===== src/rtl/wb_seq.sv =====
// wb_seq: register-file write-back sequencer for the multicycle MIPS datapath.
// Drives the write-register select, write-data select and write enable for
// single-write ops (R-type, I-type, jal, push) and the two-write pop.
// Optional feature macro: WB_SEQ_ERR_EN (err pulse on illegal op_class 6/7).
// Outputs are Moore decodes of the state register and latched class. hold
// gates reg_write/done combinationally, so a stall suppresses the write in the
// same cycle. An asynchronous reset clears the state immediately.
module wb_seq (
  input  logic       clk,
  input  logic       reset_n,
  input  logic       start,
  input  logic [2:0] op_class,
  input  logic       mem_ready,
  input  logic       hold,
  output logic [1:0] wreg_sel,
  output logic [1:0] wdata_sel,
  output logic       reg_write,
  output logic       busy,
  output logic       done,
  output logic       err
);

  localparam int unsigned CLS_W = 3;
  localparam int unsigned SEL_W = 2;

  localparam logic [CLS_W-1:0] OP_NONE  = 3'd0;
  localparam logic [CLS_W-1:0] OP_RTYPE = 3'd1;
  localparam logic [CLS_W-1:0] OP_ITYPE = 3'd2;
  localparam logic [CLS_W-1:0] OP_JAL   = 3'd3;
  localparam logic [CLS_W-1:0] OP_PUSH  = 3'd4;
  localparam logic [CLS_W-1:0] OP_POP   = 3'd5;

  // Write-register mux codes
  localparam logic [SEL_W-1:0] WREG_RT   = 2'b00;
  localparam logic [SEL_W-1:0] WREG_SP   = 2'b01;
  localparam logic [SEL_W-1:0] WREG_RA   = 2'b10;
  localparam logic [SEL_W-1:0] WREG_RD   = 2'b11;

  // Write-data mux codes
  localparam logic [SEL_W-1:0] WDATA_ALU = 2'b00;
  localparam logic [SEL_W-1:0] WDATA_MEM = 2'b01;
  localparam logic [SEL_W-1:0] WDATA_PC4 = 2'b10;
  localparam logic [SEL_W-1:0] WDATA_SP  = 2'b11;

  typedef enum logic [2:0] {
    ST_IDLE     = 3'd0,
    ST_WR1      = 3'd1,
    ST_WAIT_MEM = 3'd2,
    ST_WR2      = 3'd3,
    ST_FIN      = 3'd4
  } state_e;

  state_e           state_q, state_d;
  logic [CLS_W-1:0] cls_q, cls_d;

  // State and latched class register
  always_ff @(posedge clk or negedge reset_n) begin
    if (!reset_n) begin
      state_q <= ST_IDLE;
      cls_q   <= OP_NONE;
    end else begin
      state_q <= state_d;
      cls_q   <= cls_d;
    end
  end

  // Next-state and Moore output decode; hold freezes state and gates write/done
  always_comb begin
    state_d   = state_q;
    cls_d     = cls_q;
    wreg_sel  = WREG_RT;
    wdata_sel = WDATA_ALU;
    reg_write = 1'b0;
    busy      = 1'b1;
    done      = 1'b0;

    unique case (state_q)
      ST_IDLE: begin
        busy = 1'b0;
        if (start) begin
          cls_d = op_class;
          unique case (op_class)
            OP_RTYPE, OP_ITYPE, OP_JAL, OP_PUSH: state_d = ST_WR1;
            OP_POP:                              state_d = ST_WAIT_MEM;
            default:                             state_d = ST_FIN;
          endcase
        end
      end

      ST_WR1: begin
        reg_write = 1'b1;
        unique case (cls_q)
          OP_RTYPE: begin wreg_sel = WREG_RD; wdata_sel = WDATA_ALU; end
          OP_ITYPE: begin wreg_sel = WREG_RT; wdata_sel = WDATA_ALU; end
          OP_JAL:   begin wreg_sel = WREG_RA; wdata_sel = WDATA_PC4; end
          OP_PUSH:  begin wreg_sel = WREG_SP; wdata_sel = WDATA_SP;  end
          OP_POP:   begin wreg_sel = WREG_RT; wdata_sel = WDATA_MEM; end
          default:  begin wreg_sel = WREG_RT; wdata_sel = WDATA_ALU; end
        endcase
        // pop's first write (rt from memory) is not the last one
        if (cls_q == OP_POP) begin
          state_d = ST_WR2;
        end else begin
          done    = 1'b1;
          state_d = ST_IDLE;
        end
      end

      ST_WAIT_MEM: begin
        if (mem_ready) state_d = ST_WR1;
      end

      ST_WR2: begin
        wreg_sel  = WREG_SP;
        wdata_sel = WDATA_SP;
        reg_write = 1'b1;
        done      = 1'b1;
        state_d   = ST_IDLE;
      end

      ST_FIN: begin
        done    = 1'b1;
        state_d = ST_IDLE;
      end

      default: begin
        state_d = ST_IDLE;
      end
    endcase

    // stall: keep selects, suppress side effects, freeze everything
    if (hold) begin
      state_d   = state_q;
      cls_d     = cls_q;
      reg_write = 1'b0;
      done      = 1'b0;
    end
  end

`ifdef WB_SEQ_ERR_EN
  // Illegal class flag, coincident with the FIN done pulse
  always_comb begin
    err = 1'b0;
    if (state_q == ST_FIN && cls_q[2:1] == 2'b11 && !hold) err = 1'b1;
  end
`else
  assign err = 1'b0;
`endif

endmodule

===== config.mk =====
export PLATFORM = sky130hd
export DESIGN_NAME = wb_seq
export DESIGN_NICKNAME = d
export VERILOG_FILES = /design/src/rtl/wb_seq.sv
export SDC_FILE = /design/constraint.sdc
export NUM_CORES = 1
export LEC_CHECK = 0
export BUFFER_PORTS_ARGS = -buffer_cell sky130_fd_sc_hd__buf_2
export CORE_AREA = 2 2 39 41
export CTS_CLUSTER_SIZE = 16
export DETAILED_ROUTE_END_ITERATION = 8
export DIE_AREA = 0 0 41 43
export PLACE_DENSITY = 0.64
export SETUP_SLACK_MARGIN = 0.15
export SKIP_LAST_GASP = 1
export SLEW_MARGIN = 20
export SYNTH_ARGS = -nofsm -noshare
export SYNTH_HDL_FRONTEND = slang
export SYNTH_SLANG_ARGS = --single-unit

===== constraint.sdc =====
create_clock -name clk -period 1.68 [get_ports clk]
set_clock_uncertainty 0.2 [all_clocks]
set_input_delay 0.084 -clock clk [delete_from_list [all_inputs] [get_ports clk]]
set_output_delay 0.084 -clock clk [all_outputs]
set_load 0.05 [all_outputs]

# [Yosys cells after proc, flatten, opt, wreduce, memory -nomap -nowiden]
# Index checks and enable logic that the tools add are counted.
# Widths: inputs -> output; s select.
[totals] register_bits=6 input_bits=8 out_inout_bits=8 word_cells=39
[classes] eq_ne=15 muxes=15 n_bitwise=1 n_reduce_logical=6
[ops] op="$eq 3x2->1 const B" n=5
[ops] op="$eq 3x3->1 const B" n=5
[ops] op="$pmux 2 s3" n=2
[ops] op="$eq 3x1->1 const B" n=3
[ops] op="$pmux 3 s3" n=1
[ops] op="$pmux 2 s2" n=2
[ops] op="$mux 3" n=2
[ops] op="$pmux 3 s2" n=1
[ops] op="$reduce_and 3->1" n=2
[ops] op="$mux 1" n=5
[ops] op="$ne 2x2->1 const B" n=2
[ops] op="$reduce_or 2->1" n=2
[ops] op="$reduce_or 4->1" n=1
[ops] op="$logic_not 3->1" n=1
[ops] op="$mux 2" n=1
[ops] op="$pmux 1 s2" n=1
[ops] op="$not 1->1" n=1

# [Logic depth before layout (Yosys ltp)]
# Gate-level depths: netlist of run 1.
[depth] word_depth=5 ltp_mapped=4 mapped_depth_nobuf=3

# [Least setup slack after synthesis of run 1]
# OpenSTA, ideal clock, no wires.
[synth_path] kind="flip-flop to output port" start="register state_q[0]" end="output wreg_sel[1]" arrival_ps=2375 required_time_ps=1396 setup_slack_ps=-979 path_stages_with_launch=4 n_path_buf=1 path_cell_list="dfrtp_1 > clkbuf_2 > or2b_1 > nor4b_1"
[synth_between] elab_chain_cells=2 word_cells_on_any_way=3 classes_between="2 x eq/ne; 1 x mux"
[synth_lines] element="start, declared" line="53" source="state_e state_q, state_d;"
[synth_lines] element="start signal, assigned" line="62" source="state_q <= state_d;"
[synth_lines] element="$eq 3x2->1 / $eq 3x1->1 (equally long branches)" line="77" source="unique case (state_q)"
[synth_lines] element="$pmux 2 s2 (*)" line="77"
[synth_lines] element="end, declared" line="15" source="output logic [1:0] wreg_sel,"
# Every way passes the cells marked *; elsewhere a longest branch is shown, timed or not.

# [Worst setup path in the final report of run 1]
[layout_path] start="register state_q[0]" end="register cls_q[1]"
[layout_between] elab_chain_cells=2
[layout_lines] element="$logic_not 3->1" line="77"
[layout_lines] element="$reduce_and 3->1 (no source line)"
[layout_lines] element="end signal, assigned" line="63" source="cls_q <= cls_d;"
[layout_lines] element="end, declared" line="54" source="logic [CLS_W-1:0] cls_q, cls_d;"
# No other way between the ends.
# A chain may end at the register's enable or synchronous reset.

==> results.ini, run 1 <==
[timing]
finalCritPeriodShare_pct = 103
drv_slew = 0
hold_viol = 0
rsz0062_at_grt = yes
fmax_mhz = 578
post-route-min-period_ns = 1.73
setup_violations = 5
worst_slack_ns = -0.0489

[outcome]
status = finished with violations
violations = setup timing

[floorplanning]
fp.dieArea_sq_um = 1760
rows = 14
core_sq_um = 1380
initial_core_util_pct = 34.4
fp.dieH_um = 43
die_x_um = 41
io_pins = 16

[cts]
cts-root-buf = clkbuf_4
cts.sinks = 6
cts_buffers = 3
clockBufferDepth = 2
path_clk_slew_ns = 0.04
cts_max_level = 1
cts_tree = built
clk-insertion-delay-late_ns = 0.25

[yosys]
syn_nets = 58
ys_types = 28
seq_area_frac_synth_pct = 31.6
synth_warnings = 0
async_flop_share_pct = 100
ys.flop_type = dfrtp_1
ys_ff_latch = 6
syn_area_sq_um = 475
synth-edff-count = 0
avgSynthCellArea_sq_um = 9.51
synth_cells = 50

[routing]
routed_wl_um = 1160
drc_errors = 0
routedWlPerCell_um = 11.9
drtAntennaViolNets = 0
vias_per_cell = 5.20
num_vias = 510
drtIter0Drc = 8
detail_route.first_pass.iterations = 4

[setup_path]
worst_r2r_endpoint = cls_q[1]
endpoint_kind = flip-flop
arrival_ns = 1.66
start_kind = flip-flop
critical_path.cell_chain = buf_12 > or3_4 > nand3b_4 > mux2_4
cp.required_ns = 1.61
r2r_setup_slack_ns = -0.05
crit_start = state_q[0]
max_stage_delay_ns = 0.43
critPathMaxFanout = 6
setup.worst_path.class = reg2reg
cp-endpoint = cls_q[1]
rr_worst_depth = 4
crit_path_top_delay_cell = dfrtp_2
regToRegStartpoint = state_q[0]

[global_routing]
grt_start_max_net_pins = 9
grt_use_total_pct = 15.6
antenna_found_initial = 0
grt_pass1_wl_um = 1860
grt_pass1_vias = 443
grt-ovfl-total = 0

[place]
portBuffers = 14
placed_area_sq_um = 589
routabilityCongestion = 0.734
placedCellCount = 80
dp_hpwl_um = 793

[final_layout]
fin_cells = 98
utilization_pct = 62.6
nets = 92
layout-drive-gt1-share_pct = 58.5
layout_common_cells = 9 x buf_6, 7 x dlygate4sd3_1, 7 x buf_2, 7 x buf_4, 4 x dfrtp_1
diodes = 0
final_common_cell = buf_6
fin_area_sq_um = 866
area_growth_pct = 82.1

[worst_hold_path]
hp-class = in2reg

[pwr]
irDropWorstVdd_mv = 0.833
power_density_nw_per_um2 = 1830
p_leak_nw = 0.396
power.total_mw = 1.59

[run]
maxCapViolations = 0

[synthesized netlist by cell type, types with 2 or more instances]
library cell | n | area (sq um)
a21oi_1 | 3 | 15.0
dfrtp_1 | 6 | 150
inv_1 | 3 | 11.3
mux2_4 | 3 | 45.0
nand2_1 | 2 | 7.51
nand2b_1 | 2 | 12.5
nor2_1 | 5 | 18.8
nor3_1 | 3 | 15.0
nor3b_1 | 2 | 15.0
o21ai_0 | 3 | 15.0
[cell families after synthesis]
group / count (synthesis) / share of synthesized area (%)
other cells: 1 / 0.789
flops: 6 / 31.6
mux: 3 / 9.47
compound gates: 13 / 20.8
buf+inv: 6 / 7.37
xor+xnor: 1 / 1.84
simple gates: 20 / 28.2
[metrics by stage]
step	hold WS (ns)	setup TNS, ns	worst slack, ns
2_1_floorplan	-0.412	-0.310	-0.103
3_3_place_gp	-0.285	0	0.0676
3_5_place_dp	-0.287	0	0.0333
4_1_cts	0.0127	-0.00685	-0.00685
5_1_grt	0.0317	-0.402	-0.0763
6_report	0.0103	-0.151	-0.0489
[flip-flops by register name, indices dropped and copies added (netlist names)]
signal,flops
state_q,3
cls_q,3
[layout make-up]
type                       instances  area [sq um]
clock buffer                       3          22.5
timing repair buffer              32           294
fill                             113           518
sequential                         6           153
tap                               16          20.0
multi-input combinational         38           365
inverter                           3          11.3
[worst min path at each step]
stage	endpoint	from	slack (ns)	cells past startpoint
after floorplan	cls_q[0]	reset_n	-0.41	0
after global placement	cls_q[2]	reset_n	-0.29	1
after detailed placement	cls_q[2]	reset_n	-0.29	1
after CTS	state_q[2]	start	0.01	3
after global routing	state_q[2]	start	0.03	3
final	state_q[2]	start	0.01	3
[routing by layer]
metal	vias to the layer above	wire, um	GRT usage (%)
met3	2	75	6.81
met1	242	477	19.0
li1	248	-	-
met5	-	0	0
met2	18	585	23.1
met4	0	23	6.67
[critical path: cells and delay by family, from the launching register on]
family | cells | cell delay, ns
buffers and inverters | 1 | 0.14
DFF | 1 | 0.43
muxes | 1 | 0.31
and+or+nand+nor | 2 | 0.54
[what timing repair did]
| item | in CTS | in global routing |
|---|---|---|
| hold buffers | 7 | 0 |
| endpoints found under the setup margin | 11 | 11 |
| buffers inserted | 6 | 2 |
| pin swaps | 3 | 2 |
| endpoints found under the hold margin | 12 | 0 |
| gates resized for setup | 22 | 7 |
[power breakdown]
group | internal, mW | total, mW | switching, mW | leakage, nW
Sequential | 0.208 | 0.301 | 0.0930 | 0.0729
Combinational | 0.593 | 1.16 | 0.565 | 0.309
Clock | 0.0805 | 0.129 | 0.0488 | 0.0138
Total | 0.881 | 1.59 | 0.707 | 0.396
Power figures use the tool's default switching activity.
==> run 2: changes to the inputs <==
--- a/config.mk
+++ b/config.mk
@@ -6,10 +6,12 @@
 export NUM_CORES = 1
 export LEC_CHECK = 0
 export BUFFER_PORTS_ARGS = -buffer_cell sky130_fd_sc_hd__buf_2
+export CAP_MARGIN = 10
 export CORE_AREA = 2 2 39 41
 export CTS_CLUSTER_SIZE = 16
 export DETAILED_ROUTE_END_ITERATION = 8
 export DIE_AREA = 0 0 41 43
+export GPL_TIMING_DRIVEN = 0
 export PLACE_DENSITY = 0.64
 export SETUP_SLACK_MARGIN = 0.15
 export SKIP_LAST_GASP = 1
==> results.ini, run 2 (synthesis results as in run 1) <==
[setup_path]
cp.required_ns = 1.61
critical_path.cell_chain = clkbuf_8 > or3_4 > nand3b_4 > mux2_4
arrival_ns = 1.66
worst_r2r_endpoint = cls_q[1]
setup.worst_path.class = reg2reg
critPathMaxFanout = 6
endpoint_kind = flip-flop
start_kind = flip-flop
regToRegStartpoint = state_q[0]
crit_path_top_delay_cell = or3_4
crit_start = state_q[0]
max_stage_delay_ns = 0.38
rr_worst_depth = 4
r2r_setup_slack_ns = -0.05

[routing]
drtAntennaViolNets = 0
routed_wl_um = 1380
num_vias = 508
drtIter0Drc = 7
drc_errors = 0
detail_route.first_pass.iterations = 4
routedWlPerCell_um = 13.6
vias_per_cell = 4.98

[outcome]
status = finished with violations
violations = setup timing

[worst_hold_path]
hold_end = state_q[1]
hp-class = in2reg
min_from = mem_ready
worstHoldPathCells = 4

[cts]
cts_tree = built
cts_buffers = 3
clockBufferDepth = 2
cts_max_level = 1
path_clk_slew_ns = 0.04
clk-insertion-delay-late_ns = 0.24
cts-root-buf = clkbuf_4
cts.sinks = 6

[final_layout]
layout-drive-gt1-share_pct = 58.1
diodes = 0
nets = 96
fin_area_sq_um = 887
reg.largest.list = cls_q: 3 flops, state_q: 3 flops
layout_common_cells = 9 x buf_6, 9 x buf_4, 8 x dlygate4sd3_1, 8 x buf_2, 4 x dfrtp_1
area_growth_pct = 86.6

[place]
placed_area_sq_um = 599
dp_hpwl_um = 758
routabilityCongestion = 0.722
portBuffers = 14

[timing]
setup_violations = 6
fmax_mhz = 578
post-route-min-period_ns = 1.73
fin_tns_setup_ns = -0.236
worst_slack_ns = -0.0514
rsz0062_at_grt = yes
drv_slew = 0
hold_ws_ns = 0.0906
finalCritPeriodShare_pct = 103
hold_viol = 0

[floorplanning]
die_x_um = 41
initial_core_util_pct = 34.4
fp.dieArea_sq_um = 1760
core_sq_um = 1380
rows = 14
fp.dieH_um = 43
io_pins = 16

[pwr]
p_comb_share_pct = 72.5
seqPwrFrac_pct = 19.2
swShare_pct = 45.2
irDropWorstVdd_mv = 0.963
clkPwrFrac_pct = 8.3
power_density_nw_per_um2 = 1780
p_leak_nw = 0.415
p_int_uw = 867
netSwitchingPower_uw = 714

[global_routing]
grt_pass1_vias = 473
grt_use_total_pct = 16.6
antenna_found_initial = 0
grt_start_max_net_pins = 8
grt_pass1_wl_um = 1970
grt-ovfl-total = 0

[run]
maxCapViolations = 0

## run 2: changes by cell type in the layout (fill, tap and decap cells not counted), sizes merged
cell         delta
dlygate4sd3     +1
buf             +2
clkbuf          +1
## run 2: power by group through the flow
stage / logic [mW] / registers [mW] / clock network (mW)
detailed placement: 0.778 / 0.287 / 0
global placement: 0.770 / 0.287 / 0
floorplan: 0.668 / 0.264 / 0
global route: 1.20 / 0.312 / 0.149
finish: 1.15 / 0.303 / 0.131
CTS: 1.06 / 0.299 / 0.134
## run 2: what timing repair did
action                                 CTS  global route
pin swaps                                6             1
hold buffers                             7             1
buffers inserted                        10             1
resized for setup                       21             6
setup endpoints to repair               13            13
endpoints found under the hold margin   10             1
## run 2: layout make-up
| cell class | count | area (sq um) |
|---|---|---|
| multi-input combinational | 38 | 363 |
| timing repair buffer | 33 | 285 |
| fill | 105 | 497 |
| inverter | 3 | 11.3 |
| buffer | 3 | 32.5 |
| clock buffer | 3 | 22.5 |
| tap | 16 | 20.0 |
| sequential | 6 | 153 |
## run 2: critical path: cells and delay by family, from the launching register on
family,cells,cell delay [ns]
simple gates,2,0.59
flops,1,0.36
mux,1,0.31
buf+inv,1,0.15
## run 2: per-layer routing
layer | global-route usage [%] | share of wire (%) | vias to the layer above | routed length [um]
met5 | 0 | 0 | - | 0
met4 | 8.00 | 0.87 | 0 | 12
met3 | 3.14 | 2.4 | 2 | 33
met2 | 26.9 | 55 | 15 | 767
met1 | 19.9 | 41 | 240 | 570
li1 | - | - | 251 | -
## run 2: worst max-delay path by stage
stage,to,cells past startpoint
final,cls_q[1],4
after global routing,wreg_sel[1],4
after CTS,wreg_sel[1],4
after detailed placement,cls_q[1],3
after global placement,cls_q[0],3
after floorplan,cls_q[0],4
## run 2: per-stage QoR
| stage | total power [mW] | cells | utilization (%) | worst slack (ns) |
|---|---|---|---|---|
| 6_report | 1.58 | 102 | 64.1 | -0.0514 |
| 4_1_cts | 1.50 | 100 | 61.4 | -0.0254 |
| 3_3_place_gp | 1.06 | 80 | 43.3 | -0.00708 |
| 2_1_floorplan | 0.932 | 50 | - | -0.103 |
| 3_5_place_dp | 1.06 | 80 | 43.3 | -0.0282 |
| 5_1_grt | 1.66 | 102 | 64.1 | -0.0838 |
